### src/rtl/uart_tx_serializer_if.sv
// Byte handshake between the TX FIFO side and the UART transmitter.
//   tx_start  request to send din (honoured only while tx_ready is high)
//   din       byte to send
//   parity    00 none, 01 odd, 10 even, 11 none
//   tx_ready  transmitter idle and able to accept a byte
//   tx_busy   inverse of tx_ready
//   tx_done   one-cycle pulse at the end of the stop bit
// master: byte source. slave: transmitter.
interface uart_tx_serializer_if;
    logic       tx_start;
    logic [7:0] din;
    logic [1:0] parity;
    logic       tx_ready;
    logic       tx_busy;
    logic       tx_done;

    modport master (
        output tx_start,
        output din,
        output parity,
        input  tx_ready,
        input  tx_busy,
        input  tx_done
    );

    modport slave (
        input  tx_start,
        input  din,
        input  parity,
        output tx_ready,
        output tx_busy,
        output tx_done
    );
endinterface

### src/rtl/uart_tx_serializer.sv
// UART transmitter: start bit, 8 data bits LSB first, optional odd/even parity bit, one stop bit.
// Bit timing comes from the shared oversampling baud-tick strobe.
//   clk       system clock
//   a_resetn  asynchronous active-low reset
//   b_tick    baud-tick strobe, one clk wide, TICKS_PER_BIT per serial bit
//   tx        registered serial output, idles high
//   bus       byte handshake (slave side): tx_start/din/parity in, tx_ready/tx_busy/tx_done out
module uart_tx_serializer #(
    parameter int unsigned TICKS_PER_BIT = 16
) (
    input  logic                       clk,
    input  logic                       a_resetn,
    input  logic                       b_tick,
    output logic                       tx,
    uart_tx_serializer_if.slave        bus
);

    localparam logic [3:0] LastTick = 4'(TICKS_PER_BIT - 1);

    typedef enum logic [2:0] {
        StIdle,
        StStart,
        StData,
        StParity,
        StStop
    } state_e;

    state_e     state_q;
    logic [3:0] tick_q;
    logic [2:0] bit_idx_q;
    logic [7:0] shift_q;
    logic       par_en_q;
    logic       par_bit_q;
    logic       bit_end;

    // Last tick of the current serial bit; only meaningful outside idle.
    assign bit_end = b_tick && (tick_q == LastTick);

    always_ff @(posedge clk or negedge a_resetn) begin
        if (!a_resetn) begin
            state_q      <= StIdle;
            tick_q       <= 4'd0;
            bit_idx_q    <= 3'd0;
            shift_q      <= 8'd0;
            par_en_q     <= 1'b0;
            par_bit_q    <= 1'b0;
            tx           <= 1'b1;
            bus.tx_ready <= 1'b1;
            bus.tx_busy  <= 1'b0;
            bus.tx_done  <= 1'b0;
        end else begin
            bus.tx_done <= 1'b0;

            // Ticks are ignored in idle, so the start bit phase begins at the first tick
            // after acceptance.
            if (state_q != StIdle && b_tick) begin
                tick_q <= bit_end ? 4'd0 : tick_q + 4'd1;
            end

            case (state_q)
                StIdle: begin
                    tx <= 1'b1;
                    if (bus.tx_start) begin
                        shift_q      <= bus.din;
                        par_en_q     <= (bus.parity == 2'b01) || (bus.parity == 2'b10);
                        par_bit_q    <= (bus.parity == 2'b01) ? ~^bus.din : ^bus.din;
                        tick_q       <= 4'd0;
                        bit_idx_q    <= 3'd0;
                        tx           <= 1'b0;
                        bus.tx_ready <= 1'b0;
                        bus.tx_busy  <= 1'b1;
                        state_q      <= StStart;
                    end
                end
                StStart: begin
                    if (bit_end) begin
                        tx      <= shift_q[0];
                        state_q <= StData;
                    end
                end
                StData: begin
                    if (bit_end) begin
                        shift_q   <= {1'b0, shift_q[7:1]};
                        bit_idx_q <= bit_idx_q + 3'd1;
                        if (bit_idx_q == 3'd7) begin
                            if (par_en_q) begin
                                tx      <= par_bit_q;
                                state_q <= StParity;
                            end else begin
                                tx      <= 1'b1;
                                state_q <= StStop;
                            end
                        end else begin
                            // Next data bit is the one about to shift into position 0.
                            tx <= shift_q[1];
                        end
                    end
                end
                StParity: begin
                    if (bit_end) begin
                        tx      <= 1'b1;
                        state_q <= StStop;
                    end
                end
                StStop: begin
                    if (bit_end) begin
                        bus.tx_done  <= 1'b1;
                        bus.tx_ready <= 1'b1;
                        bus.tx_busy  <= 1'b0;
                        state_q      <= StIdle;
                    end
                end
                default: begin
                    tx           <= 1'b1;
                    bus.tx_ready <= 1'b1;
                    bus.tx_busy  <= 1'b0;
                    state_q      <= StIdle;
                end
            endcase
        end
    end

endmodule

### src/flat_wrapper.sv
// flat-port wrapper written by rule: the top's interface ports become plain ports
module uart_tx_serializer_flat 
#(
    parameter int unsigned TICKS_PER_BIT = 16
)
  (clk, a_resetn, b_tick, tx, bus_tx_start, bus_din, bus_parity, bus_tx_ready, bus_tx_busy, bus_tx_done);
  uart_tx_serializer_if bus_i ();
  input  logic clk;
  input  logic a_resetn;
  input  logic b_tick;
  output logic tx;
  input wire logic [$bits(bus_i.tx_start)-1:0] bus_tx_start;
  input wire logic [$bits(bus_i.din)-1:0] bus_din;
  input wire logic [$bits(bus_i.parity)-1:0] bus_parity;
  output wire logic [$bits(bus_i.tx_ready)-1:0] bus_tx_ready;
  output wire logic [$bits(bus_i.tx_busy)-1:0] bus_tx_busy;
  output wire logic [$bits(bus_i.tx_done)-1:0] bus_tx_done;
  assign bus_i.tx_start = bus_tx_start;
  assign bus_i.din = bus_din;
  assign bus_i.parity = bus_parity;
  assign bus_tx_ready = bus_i.tx_ready;
  assign bus_tx_busy = bus_i.tx_busy;
  assign bus_tx_done = bus_i.tx_done;
  uart_tx_serializer #(.TICKS_PER_BIT(TICKS_PER_BIT)) u_core (.clk(clk), .a_resetn(a_resetn), .b_tick(b_tick), .tx(tx), .bus(bus_i));
endmodule
### config.mk
export PLATFORM = sky130hd
export DESIGN_NAME = uart_tx_serializer_flat
export DESIGN_NICKNAME = d
export VERILOG_FILES = /design/src/rtl/uart_tx_serializer_if.sv /design/src/rtl/uart_tx_serializer.sv /design/src/flat_wrapper.sv
export SDC_FILE = /design/constraint.sdc
export NUM_CORES = 1
export LEC_CHECK = 0
export ABC_AREA = 1
export BUFFER_PORTS_ARGS = -buffer_cell sky130_fd_sc_hd__clkbuf_2
export CAP_MARGIN = 25
export CORE_MARGIN = 2
export CORE_UTILIZATION = 30
export DETAILED_ROUTE_END_ITERATION = 16
export PLACE_DENSITY = 0.57
export RECOVER_POWER = 100
export SYNTH_ARGS = -nofsm -noshare
export SYNTH_HDL_FRONTEND = slang
export SYNTH_SLANG_ARGS = --single-unit
### constraint.sdc
create_clock -name clk -period 2.6 [get_ports clk]
set_input_delay 0.13 -clock clk [delete_from_list [all_inputs] [get_ports clk]]
set_output_delay 0.13 -clock clk [all_outputs]
set_load 0.03 [all_outputs]
### Word-level counts from Yosys, hierarchy flattened

Cells that the tools add are included.

* register bits after elaboration: 24
* input port bits: 14
* output and inout port bits: 4
* logic and storage cells: 75

* $add $sub $neg: 2
* equal/unequal tests: 14
* muxes and demuxes: 33
* bitwise logic cells: 2
* reductions and logical operators: 14

Operator list (count)
* $mux 3: 9
* $mux 4: 4
* $mux 8: 2
* $pmux 8 s2: 1
* $pmux 3 s5: 1
* $mux 1: 12
* $ne 2x1->1 const B: 5
* $reduce_xnor 8->1: 1
* $reduce_xor 8->1: 1
* $eq 3x2->1 const B: 2
* $eq 3x3->1 const B: 2
* $pmux 1 s3: 2
* $pmux 3 s2: 1
* $reduce_and 3->1: 2
* $reduce_and 6->1: 1
* $pmux 1 s5: 1
* $add 4x1->4 const B: 1
* $eq 4x4->1 const B: 1
* $reduce_and 4->1: 1
* $add 3x1->3 const B: 1
* $eq 3x1->1 const B: 1
* $logic_not 3->1: 1
* $reduce_bool 3->1: 1
* $reduce_or 3->1: 1
* 8 further kinds: 10

### Logic depth before layout (Yosys ltp)

Gate-level depths: netlist (run 1).

* depth after elaboration: 6
* depth in mapped cells: 9
* mapped depth without buffers: 9

### Worst setup path before layout (run 1)

OpenSTA, ideal clock, no wires.

* kind: register -> register
* from: register u_core.tick_q[0]
* to: register u_core.shift_q[3]
* library setup time: 122 ps
* data arrival time: 1259 ps
* required time: 2478 ps
* path slack: 1218 ps
* stages on the path, launching flop included: 9
* path buffers: 1
* clock period less this slack: 1382 ps
* cell sequence: dfrtp_1 -> ha_1 -> nand4_1 -> inv_1 -> nand2_2 -> nand2_4 -> buf_6 -> o211ai_2 -> o21ai_2

* cells in the longest elaborated chain, start to end: 4

Ends and longest elaborated chain
* start, declared: line uart_tx_serializer.sv:29 `logic [3:0] tick_q;`
* start signal, assigned: line uart_tx_serializer.sv:57 `tick_q <= bit_end ? 4'd0 : tick_q + 4'd1;`
* $eq 4x4->1: line uart_tx_serializer.sv:37 `assign bit_end = b_tick && (tick_q == LastTick);`
* $logic_and 1x1->1: line uart_tx_serializer.sv:37
* $ne 2x1->1 (no line)
* $reduce_and 3->1 (no line)
* end signal, assigned: line uart_tx_serializer.sv:64 `shift_q <= bus.din;`
* end signal, assigned: line uart_tx_serializer.sv:83 `shift_q <= {1'b0, shift_q[7:1]};`
* end, declared: line uart_tx_serializer.sv:31 `logic [7:0] shift_q;`

No other way between the ends.
A chain may end at the register's enable or synchronous reset.

### Worst setup path after layout (run 1)

* from: register u_core.state_q[0]
* to: register u_core.bit_idx_q[0]

* cells in the longest elaborated chain, start to end: 3
* elaborated cells on any way between the ends: 7
* classes of those cells: eq/ne: 3; mux: 1; reduce/logical: 3

Ends and longest elaborated chain
* start, declared: line uart_tx_serializer.sv:28 `state_e state_q;`
* start signal, assigned: line uart_tx_serializer.sv:41 `state_q <= StIdle;`
* start signal, assigned: line uart_tx_serializer.sv:72 `state_q <= StStart;`
* start signal, assigned: line uart_tx_serializer.sv:78 `state_q <= StData;`
* $eq 3x2->1 or $logic_not 3->1 (tied branches): line uart_tx_serializer.sv:60 `case (state_q)`
* $ne 2x1->1 (no line) (tied with other cells)
* $reduce_and 3->1 (no line)
* end signal, assigned: line uart_tx_serializer.sv:84 `bit_idx_q <= bit_idx_q + 3'd1;`
* end, declared: line uart_tx_serializer.sv:30 `logic [2:0] bit_idx_q;`

Parallel ways exist; a longest one is shown, timed or not.

==> impl_metrics.yaml, run 1 <==
timing:
  post-route-worst-setup-slack_ns: 0.724
  max-slew-margin-rel: 0.109
  layout_min_cycle_time_ns: 1.88
  fin_skew_ns: 0.00572
  setup_viol: 0
  worst_slew_pin_slew_ns: 1.34
  tns_ns: 0
  hold-worst-slack_ns: 0.155
  final_hold_viol_count: 0
  fmax_mhz: 533
  rsz0062_at_grt: "no"
  drv_slew: 0
  min_period_over_period: 0.721
critical_path:
  critical_path_rt_ns: 2.76
  timing.critical_path.buf_inv: 2
  critPathMaxStageDelay_ns: 0.47
  crit_path_start: "u_core.state_q[0]"
  worstRegToRegCells: 8
  cp_endpoint_kind: "register"
  setup.worst_path.class: "reg2reg"
  path_delay_family: "simple AND/OR/NAND/NOR gates"
  setup.worst_path.end: "u_core.bit_idx_q[0]"
  setup.reg_to_reg.worst_slack_ns: 0.72
  slowest_stage_cell_crit_path: "sky130_fd_sc_hd__dfrtp_1"
  launching_point_of_the_worst_reg2reg_path: "u_core.state_q[0]"
  critical_path_depth: 8
  timing.rr.end: "u_core.bit_idx_q[0]"
  crit_path_start_kind: "register"
  crit_path_max_fanout: 16
  crit_arrival_ns: 2.03
  crit_chain: "nor2_1, nand2_1, nor2_1, inv_6, nand2_4, inv_1, nand2_1, o21ai_0"
placement:
  dp_cells: 267
  io_buffer_count: 17
  place_congestion: 0.837
  place_hpwl_um: 2110
  post-place-ws_ns: 0.978
  placement.cell_area_mm2: 0.00161
status:
  run_status: "finished, final reports clean"
yosys:
  synth_area_mm2: 0.00146
  postSynthAreaPerCell_um2: 7.90
  async_reset_ff_frac: 1.00
  synth_top_cell_by_area: "sky130_fd_sc_hd__dfrtp_1"
  synth.lib_cells_used.distinct: 31
  synth.yosys.warnings: 0
  count_of_flip_flops_with_a_built_in_enable_after_synthesis: 0
  synth.cells.most_frequent: "sky130_fd_sc_hd__nand2_1 (49), sky130_fd_sc_hd__inv_1 (29), sky130_fd_sc_hd__dfrtp_1 (22), sky130_fd_sc_hd__o21ai_0 (13), sky130_fd_sc_hd__nand3_1 (10)"
  synthDominantCellAreaShare: 0.377
  ys.flop_type: "sky130_fd_sc_hd__dfrtp_1"
  synth_nets: 203
  netlist_instances: 185
  synth-seq-cells: 24
  synth_sequential_area_ratio: 0.413
  synthTopCellsByArea: "sky130_fd_sc_hd__dfrtp_1 (38%), sky130_fd_sc_hd__nand2_1 (13%), sky130_fd_sc_hd__inv_1 (7.4%), sky130_fd_sc_hd__o21ai_0 (4.5%), sky130_fd_sc_hd__dfstp_2 (3.6%)"
  yosysMostFrequentCell: "sky130_fd_sc_hd__nand2_1"
floorplanning:
  floorplan.rows: 25
  vertical_extent_of_the_die_um: 73.8
  placeable_core_region_mm2: 0.00472
  i_o_pins: 18
  die_w_um: 73.8
  die_area_mm2: 0.00545
  effective_utilization_at_floorplan: 0.309
global_routing:
  grt_usage: 0.116
  first_global_vias: 1087
  grt_first_pass_wirelength_um: 4820
  antenna_found_initial: 0
  largest_net_degree_at_the_start_of_global_routing: 25
  grt-ovfl-total: 0
job:
  maxCapViolations: 0
power_and_ir_drop:
  vdd_drop_max_v: 0.000311
  power-per-cell-area_mw_per_mm2: 1020
  cell_internal_pwr_mw: 0.904
  switchingPower_mw: 0.737
  report.power.total_mw: 1.64
  pwr-share-comb: 0.485
  p_leak_nw: 0.828
  swShare: 0.449
  clkPwrFrac: 0.139
  power.share.sequential: 0.376
clock_tree:
  cts_resized: 0
  tritoncts.num_buffers: 3
  cts_tree: "yes"
  cts_buffer_depth: 2
  cts.htree.levels: 1
  clkSlewWorstSetupHoldPaths_ns: 0.09
  cts-root-buf: "sky130_fd_sc_hd__clkbuf_8"
  clk_latency_ns: 0.27
  numClockSinks: 24
route:
  detail_route.wirelength_um: 2740
  detail_route.first_pass.iterations: 4
  via_count: 1196
  route.antenna.remaining_nets: 0
  drc_errors: 0
  drtIter0Drc: 53
  drt-wirelength-per-cell_um: 10.1
  routed_via_density: 4.40
final_layout:
  final_std_cells_w_o_fill: 272
  post_layout_nets: 224
  layout-area-overhead-vs-synth_pct: 10.3
  finalInstanceArea_mm2: 0.00161
  drive_gt1_frac: 0.156
  filler_cell_count: 501
  antenna_cells: 0
  final_core_utilization: 0.341
worst_hold_path:
  timing.hold.worst.class: "in2reg"
## area by class of cell
class,instances,area [um^2],area share
multi-input combinational,126,662,0.411
sequential,24,603,0.374
inverter,33,129,0.0800
timing repair buffer,18,88.8,0.0551
tap,67,83.8,0.0520
clock buffer,4,45.0,0.0280
## how the worst min path moves through the flow
stage	cells after the start	from	endpoint	slack (ns)
detailed placement	1	a_resetn	u_core.tick_q[3]	0.17
finish	3	bus_din[5]	u_core.shift_q[5]	0.15
global placement	1	a_resetn	u_core.tick_q[3]	0.17
CTS	3	bus_din[5]	u_core.shift_q[5]	0.15
floorplan	0	a_resetn	u_core.bit_idx_q[0]	-0.17
global route	3	bus_din[6]	u_core.shift_q[6]	0.17
## layout by cell type (no fill, tap or decap), types with 3 or more instances in the layout
cell / netlist / final
sky130_fd_sc_hd__nand2_1: 49 / 53
sky130_fd_sc_hd__inv_1: 29 / 30
sky130_fd_sc_hd__dfrtp_1: 22 / 22
sky130_fd_sc_hd__o21ai_0: 13 / 16
sky130_fd_sc_hd__clkbuf_2: 0 / 12
sky130_fd_sc_hd__nor2_1: 7 / 11
sky130_fd_sc_hd__nand3_1: 10 / 10
sky130_fd_sc_hd__clkbuf_1: 0 / 6
sky130_fd_sc_hd__o211ai_1: 5 / 5
sky130_fd_sc_hd__ha_1: 4 / 4
sky130_fd_sc_hd__a21oi_1: 3 / 3
sky130_fd_sc_hd__nor3_1: 3 / 3
sky130_fd_sc_hd__nand2_2: 6 / 3
sky130_fd_sc_hd__o21ai_2: 3 / 3
sky130_fd_sc_hd__clkbuf_8: 0 / 3
## cells by family (layout without fill, tap and decap cells)
kind of cell	count (synthesis)	in the layout	synth area share
simple gates	87	87	0.293
buf+inv	35	55	0.101
compound gates	32	32	0.141
flops	24	24	0.413
fa+ha+maj	4	4	0.0342
xor+xnor	3	3	0.0180
## worst register-to-register path: stages (launching register included)
cell	delay, ns
sky130_fd_sc_hd__dfrtp_1	0.47
sky130_fd_sc_hd__nor2_1	0.24
sky130_fd_sc_hd__nand2_1	0.16
sky130_fd_sc_hd__nor2_1	0.42
sky130_fd_sc_hd__inv_6	0.09
sky130_fd_sc_hd__nand2_4	0.18
sky130_fd_sc_hd__inv_1	0.09
sky130_fd_sc_hd__nand2_1	0.06
sky130_fd_sc_hd__o21ai_0	0.07
## timing repair
action / 4_1_cts / 5_1_grt
setup buffers: 0 / 0
hold endpoints to repair: 22 / 0
hold buffers: 1 / 0
## flip-flops by register name, summed over array words and instances (netlist names)
name / flops
u_core.bit_idx_q: 3
u_core.par_bit_q: 1
u_core.bus.tx_busy: 1
u_core.shift_q: 8
u_core.bus.tx_ready: 1
u_core.tx: 1
u_core.tick_q: 4
u_core.state_q: 3
u_core.bus.tx_done: 1
u_core.par_en_q: 1
## layer usage
layer	GRT usage	vias up	part of all wire	wire length [um]
met2	0.169	27	0.44	1200
met5	0	-	0	0
met4	0.0424	0	0.0069	19
met3	0.0343	4	0.050	136
met1	0.163	536	0.51	1390
li1	-	629	-	-
## power groups by stage
stage | registers (mW) | clock network, mW | logic [mW]
after CTS | 0.625 | 0.242 | 0.891
after floorplan | 0.666 | 0 | 0.688
after detailed placement | 0.632 | 0 | 0.887
after global routing | 0.635 | 0.257 | 0.921
after global placement | 0.632 | 0 | 0.891
final | 0.617 | 0.229 | 0.796
(Power assumes the default switching activity.)
==> inputs of run 2 (changes only) <==
Clock period 2.6 ns to 1.95 ns, I/O delays scaled along.
==> run 2 against run 1 <==
Final area grew 2.4%. Die area is the same. Critical path depth is the same. Sequential cell count is the same. Wire length grew 3.5%. Non-clock buffer count grew 1. Via count shrank 1.7%. Global-route usage grew 0.19 points. Sequential share of layout area shrank 0.88 points. Critical endpoint unchanged.
==> impl_metrics.yaml, run 2 (synthesis results as in run 1) <==
status:
  run_status: "finished, final reports clean"
final_layout:
  antenna_cells: 0
  layout-area-overhead-vs-synth_pct: 12.9
  finalInstanceArea_mm2: 0.00165
  largest_reg_flops: 8
  final_std_cells_w_o_fill: 273
  drive_gt1_frac: 0.175
  post_layout_nets: 225
  commonest_cells_after_routing_fill_and_taps_aside: "sky130_fd_sc_hd__nand2_1 (51), sky130_fd_sc_hd__inv_1 (30), sky130_fd_sc_hd__dfrtp_1 (22)"
  final_core_utilization: 0.349
  layout.cells.most_common: "sky130_fd_sc_hd__nand2_1"
  max_flop_register: "u_core.shift_q"
  top_regs: "u_core.shift_q x8, u_core.tick_q x4"
power_and_ir_drop:
  switchingPower_mw: 1.03
  cell_internal_pwr_mw: 1.27
  clkPwrFrac: 0.151
  swShare: 0.448
  report.power.total_mw: 2.30
  power-per-cell-area_mw_per_mm2: 1390
  p_leak_nw: 0.851
  power.share.sequential: 0.361
  vdd_drop_max_v: 0.000464
  pwr-share-comb: 0.488
critical_path:
  setup.worst_path.class: "reg2reg"
  launching_point_of_the_worst_reg2reg_path: "u_core.state_q[0]"
  crit_path_start_kind: "register"
  crit_arrival_ns: 1.80
  cp_endpoint_kind: "register"
  critical_path_rt_ns: 2.10
  crit_path_max_fanout: 16
  worstRegToRegCells: 8
  timing.rr.end: "u_core.bit_idx_q[0]"
  setup.reg_to_reg.worst_slack_ns: 0.30
worst_hold_path:
  timing.hold.worst.class: "in2reg"
  min_to: "u_core.shift_q[3]"
  min_delay_path_depth: 3
  holdCritStartpoint: "bus_din[3]"
global_routing:
  antenna_found_initial: 0
  grt-ovfl-total: 0
  grt_first_pass_wirelength_um: 4940
  grt_usage: 0.118
  first_global_vias: 1114
  largest_net_degree_at_the_start_of_global_routing: 25
floorplanning:
  die_area_mm2: 0.00545
  placeable_core_region_mm2: 0.00472
  i_o_pins: 18
  effective_utilization_at_floorplan: 0.309
  floorplan.rows: 25
  die_w_um: 73.8
  vertical_extent_of_the_die_um: 73.8
route:
  detail_route.wirelength_um: 2840
  drt-wirelength-per-cell_um: 10.4
  via_count: 1176
  route.antenna.remaining_nets: 0
  detail_route.first_pass.iterations: 6
  drc_errors: 0
  drtIter0Drc: 19
  routed_via_density: 4.31
clock_tree:
  numClockSinks: 24
  tritoncts.num_buffers: 3
  cts-root-buf: "sky130_fd_sc_hd__clkbuf_8"
  clkSlewWorstSetupHoldPaths_ns: 0.09
  cts_buffer_depth: 2
  clk_latency_ns: 0.27
  cts_tree: "yes"
  cts.htree.levels: 1
placement:
  post-place-ws_ns: 0.383
  place_hpwl_um: 2160
  placement.cell_area_mm2: 0.00162
  place_congestion: 0.860
  io_buffer_count: 17
  dp_cells: 268
timing:
  final_hold_viol_count: 0
  worst_slew_pin_slew_ns: 1.30
  fmax_mhz: 607
  rsz0062_at_grt: "no"
  drv_slew: 0
  max-slew-margin-rel: 0.135
  fin_skew_ns: 0.00615
  post-route-worst-setup-slack_ns: 0.303
  min_period_over_period: 0.845
  setup_viol: 0
  hold-worst-slack_ns: 0.118
  tns_ns: 0
  layout_min_cycle_time_ns: 1.65
job:
  maxCapViolations: 0
-- run 2: cell types whose count changed in the layout (fill, tap and decap cells not counted) --
cell and delta:
sky130_fd_sc_hd__clkbuf_8 +1, sky130_fd_sc_hd__clkbuf_1 -1, sky130_fd_sc_hd__nand2_2 +1, sky130_fd_sc_hd__nand2_1 -2, sky130_fd_sc_hd__nand2_4 +1, sky130_fd_sc_hd__nor2_8 +1
sky130_fd_sc_hd__o211ai_2 -1, sky130_fd_sc_hd__buf_4 +1, sky130_fd_sc_hd__nor2_1 -1, sky130_fd_sc_hd__o211ai_1 +1
-- run 2: final cells by class --
| type | instances | area, um^2 |
|---|---|---|
| fillers | 496 | 3070 |
| repair buffers | 19 | 96.3 |
| clock buffers | 4 | 55.1 |
| multi-input cells | 126 | 683 |
| flip-flops and latches | 24 | 603 |
| inverters | 33 | 129 |
| well taps | 67 | 83.8 |
-- run 2: worst max-delay path by stage --
stage                            from                   to  slack, ns  depth (start not counted)
finish              u_core.state_q[0]  u_core.bit_idx_q[0]       0.30                          8
global route        u_core.state_q[0]  u_core.bit_idx_q[1]       0.13                          8
detailed placement   u_core.tick_q[0]  u_core.bit_idx_q[0]       0.38                          8
CTS                  u_core.tick_q[0]  u_core.bit_idx_q[0]       0.35                          8
global placement     u_core.tick_q[0]  u_core.bit_idx_q[0]       0.45                          8
floorplan            u_core.tick_q[0]    u_core.shift_q[3]       0.57                          8
-- run 2: repair_timing --
action / 4_1_cts / 5_1_grt
hold endpoints to repair: 22 / 0
buffers inserted: 0 / 0
gates resized for setup: 0 / 0
hold buffers: 1 / 0
-- run 2: routing by layer --
metal	vias to the layer above	track usage	share of wire
met5	-	0	0
met4	0	0.0283	0.0067
met3	2	0.0370	0.049
met2	23	0.192	0.46
met1	521	0.152	0.49
li1	630	-	-
-- run 2: critical path: stages, from the launching register on --
cell and delay [ns]:
sky130_fd_sc_hd__dfrtp_1 0.47, sky130_fd_sc_hd__nor2_1 0.32, sky130_fd_sc_hd__nand2_4 0.14, sky130_fd_sc_hd__nor2_8 0.15, sky130_fd_sc_hd__inv_6 0.06, sky130_fd_sc_hd__nand2_4 0.15
sky130_fd_sc_hd__inv_1 0.10, sky130_fd_sc_hd__nand2_1 0.06, sky130_fd_sc_hd__o21ai_0 0.07
-- run 2: power by group through the flow --
stage	sequential (mW)	combinational, mW	clock, mW
global placement	0.848	1.20	0
detailed placement	0.851	1.20	0
global route	0.850	1.30	0.387
finish	0.830	1.12	0.347
floorplan	0.888	0.917	0
CTS	0.841	1.21	0.353
==> inputs of run 3 (changes only) <==
Settings changed: ABC_AREA 1 to 0.
Clock period 1.95 ns to 1.7 ns, I/O delays scaled along.
==> run 3 against run 2 <==
Hold slack got worse by 0.030 ns. Clock power up 12%. Core utilization grew 0.69 points. Non-clock buffer count grew 7. Via count is 15% lower. Setup slack worse by 0.21 ns. Sequential cell count unchanged. Critical path type unchanged.
==> impl_metrics.yaml, run 3 <==
floorplanning:
  floorplan.rows: 24
  effective_utilization_at_floorplan: 0.309
  vertical_extent_of_the_die_um: 70.5
  placeable_core_region_mm2: 0.00429
  die_area_mm2: 0.00496
  i_o_pins: 18
  die_w_um: 70.5
critical_path:
  slowest_stage_cell_crit_path: "sky130_fd_sc_hd__dfrtp_1"
  crit_path_max_fanout: 7
  crit_path_start: "u_core.state_q[1]"
  critPathMaxStageDelay_ns: 0.48
  crit_arrival_ns: 1.82
  cp_endpoint_kind: "register"
  crit_chain: "clkbuf_1, or3_4, nor2_2, o21bai_1, a32o_1"
  critical_path_rt_ns: 1.91
  setup.worst_path.class: "reg2reg"
  crit_path_start_kind: "register"
  launching_point_of_the_worst_reg2reg_path: "u_core.state_q[1]"
  path_delay_family: "simple AND/OR/NAND/NOR gates"
  timing.critical_path.buf_inv: 1
global_routing:
  grt_first_pass_wirelength_um: 4570
  antenna_found_initial: 0
  largest_net_degree_at_the_start_of_global_routing: 25
  grt-ovfl-total: 0
  grt_usage: 0.115
  first_global_vias: 1001
timing:
  rsz0062_at_grt: "no"
  tns_ns: 0
  min_period_over_period: 0.944
  drv_slew: 0
  setup_viol: 0
  max-slew-margin-rel: 0.587
  fmax_mhz: 623
  worst_slew_pin_slew_ns: 0.620
  final_hold_viol_count: 0
  fin_skew_ns: 0.00758
  layout_min_cycle_time_ns: 1.61
yosys:
  synth_area_mm2: 0.00133
  synthTopCellsByArea: "sky130_fd_sc_hd__dfrtp_1 (42%), sky130_fd_sc_hd__mux2i_1 (6.0%), sky130_fd_sc_hd__o21ai_0 (4.2%), sky130_fd_sc_hd__dfstp_2 (4.0%), sky130_fd_sc_hd__nand2_1 (4.0%)"
  netlist_instances: 125
  synth_top_cell_by_area: "sky130_fd_sc_hd__dfrtp_1"
  synth-seq-cells: 24
  ys.flop_type: "sky130_fd_sc_hd__dfrtp_1"
  postSynthAreaPerCell_um2: 10.6
  synthDominantCellAreaShare: 0.415
  synth_sequential_area_ratio: 0.455
  async_reset_ff_frac: 1.00
  synth.yosys.warnings: 0
  yosysMostFrequentCell: "sky130_fd_sc_hd__dfrtp_1"
  synth.cells.most_frequent: "sky130_fd_sc_hd__dfrtp_1 (22), sky130_fd_sc_hd__nand2_1 (14), sky130_fd_sc_hd__o21ai_0 (11), sky130_fd_sc_hd__mux2i_1 (8)"
  synth_nets: 143
  synth.lib_cells_used.distinct: 38
  count_of_flip_flops_with_a_built_in_enable_after_synthesis: 0
worst_hold_path:
  timing.hold.worst.class: "in2reg"
  holdCritStartpoint: "bus_din[7]"
final_layout:
  drive_gt1_frac: 0.195
  filler_cell_count: 443
  layout-area-overhead-vs-synth_pct: 15.5
  final_std_cells_w_o_fill: 201
  antenna_cells: 0
  max_flop_register: "u_core.shift_q"
  largest_reg_flops: 8
  commonest_cells_after_routing_fill_and_taps_aside: "sky130_fd_sc_hd__dfrtp_1 (22), sky130_fd_sc_hd__nand2_1 (14), sky130_fd_sc_hd__clkbuf_2 (14)"
  post_layout_nets: 168
  top_regs: "u_core.shift_q x8, u_core.tick_q x4"
  layout.cells.most_common: "sky130_fd_sc_hd__dfrtp_1"
clock_tree:
  clkSlewWorstSetupHoldPaths_ns: 0.09
  cts_resized: 0
  clk_latency_ns: 0.27
  tritoncts.num_buffers: 3
  cts-root-buf: "sky130_fd_sc_hd__clkbuf_8"
  numClockSinks: 24
  cts.htree.levels: 1
  cts_buffer_depth: 2
  cts_tree: "yes"
  postCtsSetupBuffers: 0
placement:
  dp_cells: 196
  place_congestion: 0.826
  place_hpwl_um: 1930
  io_buffer_count: 17
route:
  routed_via_density: 4.96
  drtIter0Drc: 56
  via_count: 996
  route.antenna.remaining_nets: 0
  detail_route.wirelength_um: 2630
  detail_route.first_pass.iterations: 4
  drc_errors: 0
  drt-wirelength-per-cell_um: 13.1
power_and_ir_drop:
  p_leak_nw: 0.660
  vdd_drop_max_v: 0.000499
  power-per-cell-area_mw_per_mm2: 1240
job:
  maxCapViolations: 0
status:
  run_status: "finished, final reports clean"
==> run 3: cell types whose count changed after synthesis, moves of 5 or more <==
cell,previous run,this run
sky130_fd_sc_hd__o211ai_1,5,0
sky130_fd_sc_hd__nand2_2,6,0
sky130_fd_sc_hd__mux2i_1,0,8
sky130_fd_sc_hd__nand3_1,10,1
sky130_fd_sc_hd__inv_1,29,3
sky130_fd_sc_hd__nand2_1,49,14
==> run 3: where the power goes <==
part	internal, mW	leakage (nW)	switching, mW
Sequential	0.762	0.297	0.167
Clock	0.207	0.0288	0.180
Combinational	0.291	0.334	0.294
Total	1.26	0.660	0.642
==> run 3: what timing repair did <==
item                                    CTS  global route
endpoints found under the hold margin    22             0
endpoints found under the setup margin    0             0
hold buffers                              1             0
==> run 3: final timing paths <==
check                      slack (ns)           endpoint  cells past startpoint
max                              0.09   u_core.tick_q[1]                      5
min                              0.09  u_core.shift_q[7]                      2
max reg2reg                      0.09   u_core.tick_q[1]                      5
min reg2reg                      0.50  u_core.shift_q[2]                      2
max in group asynchronous        0.94  u_core.shift_q[7]                      2
min in group asynchronous        0.35   u_core.tick_q[2]                      2
==> run 3: metal layers <==
| layer | share of wire | GRT usage |
|---|---|---|
| met1 | 0.49 | 0.150 |
| met2 | 0.46 | 0.191 |
| met3 | 0.045 | 0.0332 |
| met4 | 0.0027 | 0.0192 |
| met5 | 0 | 0 |
==> run 3: cell families (layout without fill, tap and decap cells) <==
kind of cell    Yosys count  in the layout  share of synthesized area
simple gates             36             36                      0.157
compound gates           35             35                      0.171
flops                    24             24                      0.455
mux                       9              9                     0.0718
buf+inv                   9             33                     0.0444
xor+xnor                  8              8                     0.0633
fa+ha+maj                 4              4                     0.0378
==> run 3: layout make-up <==
cell class | count | area (um^2) | area share
sequential | 24 | 603 | 0.394
clock buffer | 4 | 55.1 | 0.0360
tap | 52 | 65.1 | 0.0425
inverter | 3 | 11.3 | 0.00736
multi-input combinational | 92 | 659 | 0.431
timing repair buffer | 26 | 136 | 0.0891
==> run 3: through the flow <==
step	setup slack [ns]	hold slack (ns)	utilization	cell area, um^2	total power [mW]
4_1_cts	0.125	0.0890	0.362	1550	1.95
3_3_place_gp	0.199	0.118	0.346	1490	1.52
2_1_floorplan	0.283	-0.211	-	1330	1.37
3_5_place_dp	0.151	0.134	0.346	1490	1.55
6_report	0.0945	0.0878	0.356	1530	1.90
5_1_grt	0.0105	0.0998	0.356	1530	2.06
==> run 3: worst register-to-register path, delay by kind of cell (launching register included) <==
kind | cells | cell delay [ns]
AO/OA/AOI/OAI | 2 | 0.29
buffers and inverters | 1 | 0.23
flip-flops | 1 | 0.48
AND/OR/NAND/NOR | 2 | 0.55
